**config.mk**
```make
export PLATFORM = sky130hd
export DESIGN_NAME = reg_file
export DESIGN_NICKNAME = d
export VERILOG_FILES = /design/src/rtl/cpu_pkg.sv /design/src/rtl/reg_file_rport.sv /design/src/rtl/reg_file.sv
export SDC_FILE = /design/constraint.sdc
export NUM_CORES = 2
export LEC_CHECK = 0
export ABC_AREA = 1
export CORE_MARGIN = 2
export CORE_UTILIZATION = 25
export DETAILED_ROUTE_END_ITERATION = 10
export PLACE_DENSITY = 0.39
export SYNTH_ARGS = -nofsm -noshare
export SYNTH_HDL_FRONTEND = slang
export SYNTH_SLANG_ARGS = --single-unit
```
**constraint.sdc**
```tcl
create_clock -name clk -period 3.4 [get_ports clk]
set_input_delay 0.68 -clock clk [delete_from_list [all_inputs] [get_ports clk]]
set_output_delay 0.68 -clock clk [all_outputs]
set_load 0.02 [all_outputs]
```
**src/rtl/cpu_pkg.sv**
```systemverilog
// Shared CPU constants used by the register file, ALU,
// write-back mux and control decoder.
package cpu_pkg;

    localparam int DATA_W     = 32;
    localparam int REG_ADDR_W = 5;
    localparam int NUM_REGS   = 32;

    localparam logic [REG_ADDR_W-1:0] REG_ZERO = 5'd0;

endpackage

```
**src/rtl/reg_file_rport.sv**
```systemverilog
// One combinational read port of the register file.
// Ports: rst_n, ra (address), stored (mem[ra]), we/wa/wd
// (write in flight, used for bypass), rd (read data).
module reg_file_rport #(
    parameter int DATA_W = 32,
    parameter int ADDR_W = 5,
    parameter bit BYPASS = 1'b1
) (
    input  logic              rst_n,
    input  logic [ADDR_W-1:0] ra,
    input  logic [DATA_W-1:0] stored,
    input  logic              we,
    input  logic [ADDR_W-1:0] wa,
    input  logic [DATA_W-1:0] wd,
    output logic [DATA_W-1:0] rd
);

    logic hit;

    // wa == ra with ra != 0 implies wa != 0, so the zero
    // check below also keeps writes to r0 from bypassing.
    assign hit = BYPASS && we && (wa == ra);

    always_comb begin
        rd = '0;
        if (!rst_n || ra == '0) begin
            rd = '0;
        end else if (hit) begin
            rd = wd;
        end else begin
            rd = stored;
        end
    end

endmodule

```
**src/rtl/reg_file.sv**
```systemverilog
// 32 x 32 general-purpose register file, r0 hardwired to 0.
// Ports: clk, rst_n, ra1/rd1, ra2/rd2, we/wa/wd, dbg_ra/dbg_rd,
// wr_cnt (committed writes since reset).
module reg_file #(
    parameter int DATA_W = cpu_pkg::DATA_W,
    parameter int ADDR_W = cpu_pkg::REG_ADDR_W,
    parameter bit BYPASS = 1'b1
) (
    input  logic              clk,
    input  logic              rst_n,
    input  logic [ADDR_W-1:0] ra1,
    output logic [DATA_W-1:0] rd1,
    input  logic [ADDR_W-1:0] ra2,
    output logic [DATA_W-1:0] rd2,
    input  logic              we,
    input  logic [ADDR_W-1:0] wa,
    input  logic [DATA_W-1:0] wd,
    input  logic [ADDR_W-1:0] dbg_ra,
    output logic [DATA_W-1:0] dbg_rd,
    output logic [31:0]       wr_cnt
);

    localparam int DEPTH = 1 << ADDR_W;

    logic [DATA_W-1:0] mem [DEPTH];
    logic              commit;

    // r0 is never written, so its entry stays at reset value.
    assign commit = we && (wa != '0);

    always_ff @(posedge clk or negedge rst_n) begin
        if (!rst_n) begin
            for (int i = 0; i < DEPTH; i++) begin
                mem[i] <= '0;
            end
            wr_cnt <= '0;
        end else if (commit) begin
            mem[wa] <= wd;
            wr_cnt  <= wr_cnt + 32'd1;
        end
    end

    reg_file_rport #(
        .DATA_W(DATA_W),
        .ADDR_W(ADDR_W),
        .BYPASS(BYPASS)
    ) u_rport1 (
        .rst_n  (rst_n),
        .ra     (ra1),
        .stored (mem[ra1]),
        .we     (we),
        .wa     (wa),
        .wd     (wd),
        .rd     (rd1)
    );

    reg_file_rport #(
        .DATA_W(DATA_W),
        .ADDR_W(ADDR_W),
        .BYPASS(BYPASS)
    ) u_rport2 (
        .rst_n  (rst_n),
        .ra     (ra2),
        .stored (mem[ra2]),
        .we     (we),
        .wa     (wa),
        .wd     (wd),
        .rd     (rd2)
    );

    // Debug port shows committed state only.
    reg_file_rport #(
        .DATA_W(DATA_W),
        .ADDR_W(ADDR_W),
        .BYPASS(1'b0)
    ) u_rport_dbg (
        .rst_n  (rst_n),
        .ra     (dbg_ra),
        .stored (mem[dbg_ra]),
        .we     (we),
        .wa     (wa),
        .wd     (wd),
        .rd     (dbg_rd)
    );

endmodule

```
# Yosys cells after proc, flatten, opt, wreduce, memory -nomap -nowiden

Cells that the tools add are included.

Bits in read-only memories: 0
Memories kept: 0
Flip-flop bits (word level): 1056
Logic and storage cells: 74
Bits in latches: 0
RAM bits: 0
Input port bits: 55

Add/sub/neg operators: 1
Div/mod/pow operators: 0
Bitwise gates (word level): 4
Equal/unequal tests: 2
Reductions and logical operators: 12
Multiply operators: 0
Muxes and demuxes: 17
Magnitude comparators: 5
Shifts and indexed selects: 0

Operators by type and width:

| cell                    | number |
|---|---|
| $bwmux W1024            | 1 |
| $bmux W32 S5            | 3 |
| $mux W32                | 12 |
| $demux W32 S5           | 1 |
| $add A32 B1 Y32 const B | 1 |
| $ge A6 B6 Y1 const B    | 4 |
| $not A5 Y6              | 4 |
| $logic_not A5 Y1        | 3 |
| $eq A5 B5 Y1            | 2 |
| $lt A6 B1 Y1 const B    | 1 |
| $reduce_bool A5 Y1      | 1 |
| $logic_and A1 B1 Y1     | 4 |
| $logic_or A1 B1 Y1      | 3 |
| $logic_not A1 Y1        | 1 |

# Depth between registers and ports, before layout

Depth after elaboration: 6
Gate-level depth with buffers: 12
Mapped depth without buffers: 9

# Cells and area by module

From an unflattened synthesis, not the netlist that was laid out.

Cells, all modules: 11456
Area, all modules: 69952.1 sq um

Modules (own cells, without submodules):

| module                        | area an instance (sq um) | times used | cells an instance | seq. area each (sq um) |
|---|---|---|---|---|
| reg_file                      | 68039.0                  | 1          | 10982             | 26425.3 |
| reg_file_rport (u_rport1 ...) | 805.8                    | 2          | 201               | 0.0 |
| reg_file_rport (u_rport_dbg)  | 301.5                    | 1          | 72                | 0.0 |

# Worst setup path after synthesis

No wires, ideal clock.

Path type: input port to output port
Start: input dbg_ra[1]
End: output dbg_rd[10]
Setup slack: 491 ps
Cell stages on the path: 11
Buffers on the path: 3
Required time: 2720 ps
Arrival time: 2229 ps
Cell sequence: buf_2 -> inv_2 -> nor2_2 -> inv_1 -> buf_2 -> clkbuf_1 -> a21oi_1 -> nor2_1 -> nand2_1 -> nand3_1 -> a21oi_1

Cells in the longest elaborated chain, start to end: 5
Elaborated cells between the ends (all ways): 7

RTL lines:

| what                                         | line                 | text |
|---|---|---|
| start, declared                              | reg_file.sv:18       | `input logic [ADDR_W-1:0] dbg_ra,` |
| $not A5 Y6 (implied by the code)             | reg_file.sv:79       | `.stored (mem[dbg_ra]),` |
| $bmux W32 S5                                 | reg_file.sv:79       |  |
| $mux W32 (implied by the code) (2 in series) | reg_file.sv:79       |  |
| $mux W32 (*)                                 | reg_file_rport.sv:26 | `if (!rst_n \|\| ra == '0) begin` |
| end, declared                                | reg_file.sv:19       | `output logic [DATA_W-1:0] dbg_rd,` |

Every way passes the cells marked *; elsewhere a longest branch is shown, timed or not. The select of a mux whose other input is x is not followed.

# Worst setup path after layout

Start: input ra1[4]
End: output rd1[28]

Cells in the longest elaborated chain, start to end: 6
Elaborated cells between the ends (all ways): 10

RTL lines:

| what                                         | line                 | text |
|---|---|---|
| start, declared                              | reg_file.sv:11       | `input logic [ADDR_W-1:0] ra1,` |
| $not A5 Y6 (implied by the code)             | reg_file.sv:50       | `.stored (mem[ra1]),` |
| $bmux W32 S5                                 | reg_file.sv:50       |  |
| $mux W32 (implied by the code) (2 in series) | reg_file.sv:50       |  |
| $mux W32                                     | reg_file_rport.sv:28 | `end else if (hit) begin` |
| $mux W32 (*)                                 | reg_file_rport.sv:26 |  |
| end, declared                                | reg_file.sv:12       | `output logic [DATA_W-1:0] rd1,` |

Marks and branches as above.

==> flow_summary.json <==
{
  "routed_wl_um": 406000,
  "synth_seq_cells": 1056,
  "cp-end-kind": "output port",
  "synth_cells": 10700,
  "synth_top_family_by_area": "simple AND/OR/NAND/NOR gates",
  "routed_via_density": 5.32,
  "cts.htree.levels": 4,
  "max-clock-path-buffers": 3,
  "hold_viol": 0,
  "slowest_delay_ps": 450,
  "finalCritPeriodShare": 1.03,
  "layout.nets": 11000,
  "antenna_left": 0,
  "avgSynthCellArea_um2": 6.43,
  "path_class": "input pin to output port",
  "grt_max_degree": 148,
  "drt-pass1-iter-count": 6,
  "yosysTopAreaCell": "dfrtp_1",
  "timing.slew.headroom": 0.279,
  "synth.area.top_cells": "dfrtp_1 (38%), nand2_1 (19%), o21ai_0 (12%)",
  "rsz0062_at_grt": "yes",
  "die_w_um": 528,
  "fillers": 29500,
  "final_cell_mix": "nand2_1 (3504), o21ai_0 (1553), nand3_1 (1107)",
  "tightest_slew_ps": 1080,
  "grt_overflow": 0,
  "grt_usage": 0.283,
  "drv_cap": 0,
  "p_leak_nw": 39.8,
  "synth_compound_area_frac": 0.210,
  "syn_to_final_growth_pct": 27.9,
  "syn_area_um2": 68700,
  "die_area_um2": 279000,
  "finalWorstSetupSlack_ps": -105,
  "p_per_area_nw_per_um2": 509,
  "dp.cells": 14300,
  "setup_viol": 1,
  "total_power_mw": 44.7,
  "coreArea_um2": 274000,
  "fin_crit_ps": 3500,
  "drive_above_1_share": 0.127,
  "synth.mux.area_fraction": 0,
  "synth_warnings": 0,
  "cts_tree": "built",
  "status": "finished with violations",
  "vias": 78000,
  "crit_slowest_cell": "a21oi_4",
  "rows": 192,
  "hold_path_class": "input pin to async pin",
  "layout.cells.non_filler": 14700,
  "max_freq_ghz": 0.285,
  "synthDistinctLibCells": 31,
  "mostFrequentLayoutCell": "nand2_1",
  "violations": "negative setup slack",
  "clock-skew-final_ps": 2.05,
  "drt_iter0_drc": 9466,
  "routedWlPerCell_um": 27.7,
  "gp_congestion": 0.918,
  "worstPathRequired_ps": 2720,
  "io_pins": 183,
  "yosysSeqAreaShare": 0.384,
  "seqCellArea_um2": 26400,
  "synth_fa_ha_area_frac": 0.000182,
  "initial_core_util": 0.251,
  "irDropWorstVdd_mv": 0.619,
  "multi_input_area_um2": 37000,
  "die_h_um": 528,
  "dp_slack_ps": -661,
  "fin_tns_setup_ps": -105,
  "grt_first_pass_wirelength_um": 569000,
  "drc_errors": 0,
  "synth_top_area_frac": 0.384,
  "crit_chain": "buf_4 > inv_4 > buf_12 > buf_4 > nand2_1 > nor2_1 > nand2_1 > nand3_1 > nand2_2 > a21oi_4 > buf_12",
  "syn_nets": 10800,
  "grt_pass1_vias": 72600,
  "clock-sinks": 1056,
  "antenna_found_initial": 22,
  "clock-root-buffer": "clkbuf_16",
  "cts_buffers": 148,
  "clk_latency_ps": 850,
  "io_buffers": 182,
  "cts.clk_slew.worst_paths_ps": 60,
  "cp.arrival_ps": 2820,
  "cp-start-kind": "input pin",
  "slew_viol_final": 0,
  "crit_fanout": 15,
  "fin_util": 0.321,
  "synthXorXnorAreaFrac": 0.00395,
  "place_hpwl_um": 267000,
  "synth-simple-area-share": 0.312
}
layout make-up:
class | instances | area share
Clock inverter | 50 | 0.00557
Tap cell | 3589 | 0.0511
Antenna cell | 7 | 0.000199
Multi-Input combinational cell | 8049 | 0.421
Clock buffer | 215 | 0.0502
Sequential cell | 1056 | 0.301
Timing Repair Buffer | 1039 | 0.143
Inverter | 656 | 0.0290
where the power goes:
group / switching [mW] / leakage (nW) / internal (mW) / total (mW)
Clock: 6.64 / 2.42 / 9.45 / 16.1
Sequential: 2.19 / 13.6 / 14.9 / 17.1
Combinational: 7.26 / 23.8 / 4.28 / 11.5
Total: 16.1 / 39.8 / 28.6 / 44.7
path summary, 6_finish.rpt:
check,from,end,slack (ps),cells past startpoint
max in group asynchronous,rst_n,mem[886],520,5
max,ra1[4],rd1[28],-100,11
min in group clk,mem[1014],mem[1014],380,0
min,rst_n,mem[424],170,2
max reg2reg,wr_cnt[1],wr_cnt[28],1570,6
min reg2reg,mem[1014],mem[1014],380,0
cells in the mapped netlist:
master       n
a21oi_2      1
nand3b_1     1
inv_1      638
o211ai_1   231
nor3_1      35
nor2_1     503
nand2_2      8
inv_2       15
nor2_2       3
nor4_4       3
xnor2_1      9
o41ai_2      1
buf_1       97
nand3_1   1116
o21ai_1     38
nand4_1     16
and2_1       1
o21a_1      29
clkbuf_1   716
xor2_1      22
nand2_1   3550
dfrtp_1   1056
nor3_2       6
a21boi_0    16
clkinv_1     3
o21ai_0   1586
ha_1         1
a21oi_1    837
o22ai_1      5
buf_2      120
or2_2       31
layer usage:
metal / part of all wire / global-route usage
met4: 0.067 / 0.164
met1: 0.43 / 0.373
met2: 0.44 / 0.441
met3: 0.067 / 0.0383
met5: 0 / 0
cell families (layout without fill, tap and decap cells):
| family | after synthesis | in the layout |
|---|---|---|
| AOI/OAI and AO/OA | 2744 | 2744 |
| xor gates and xnor gates | 31 | 31 |
| buffers and inverters | 1589 | 1960 |
| DFF | 1056 | 1056 |
| adders and majority gates | 1 | 1 |
| other | 0 | 7 |
| and+or+nand+nor | 5273 | 5273 |
through the flow:
stage	hold WS, ps	cell area (µm²)
global placement	366	81200
CTS	190	87300
detailed placement	368	81200
floorplan	384	68700
finish	169	87900
global route	222	87900
sequential cells by signal, summed over array words and instances, names as in the netlist:
| name | count |
|---|---|
| wr_cnt | 32 |
| mem | 1024 |
critical path, delay by kind of cell:
kind	cells	cell delay (ps)
compound gates	1	450
buf+inv	5	1010
simple gates	5	630
repair_timing:
item	4_1_cts	5_1_grt
buffers inserted	16	9
endpoints found under the setup margin	81	70
cloned	14	8
pin swaps	24	15
hold buffers	1	0
resized for setup	226	92
hold endpoints to repair	10	0
(Power assumes the default switching activity.)
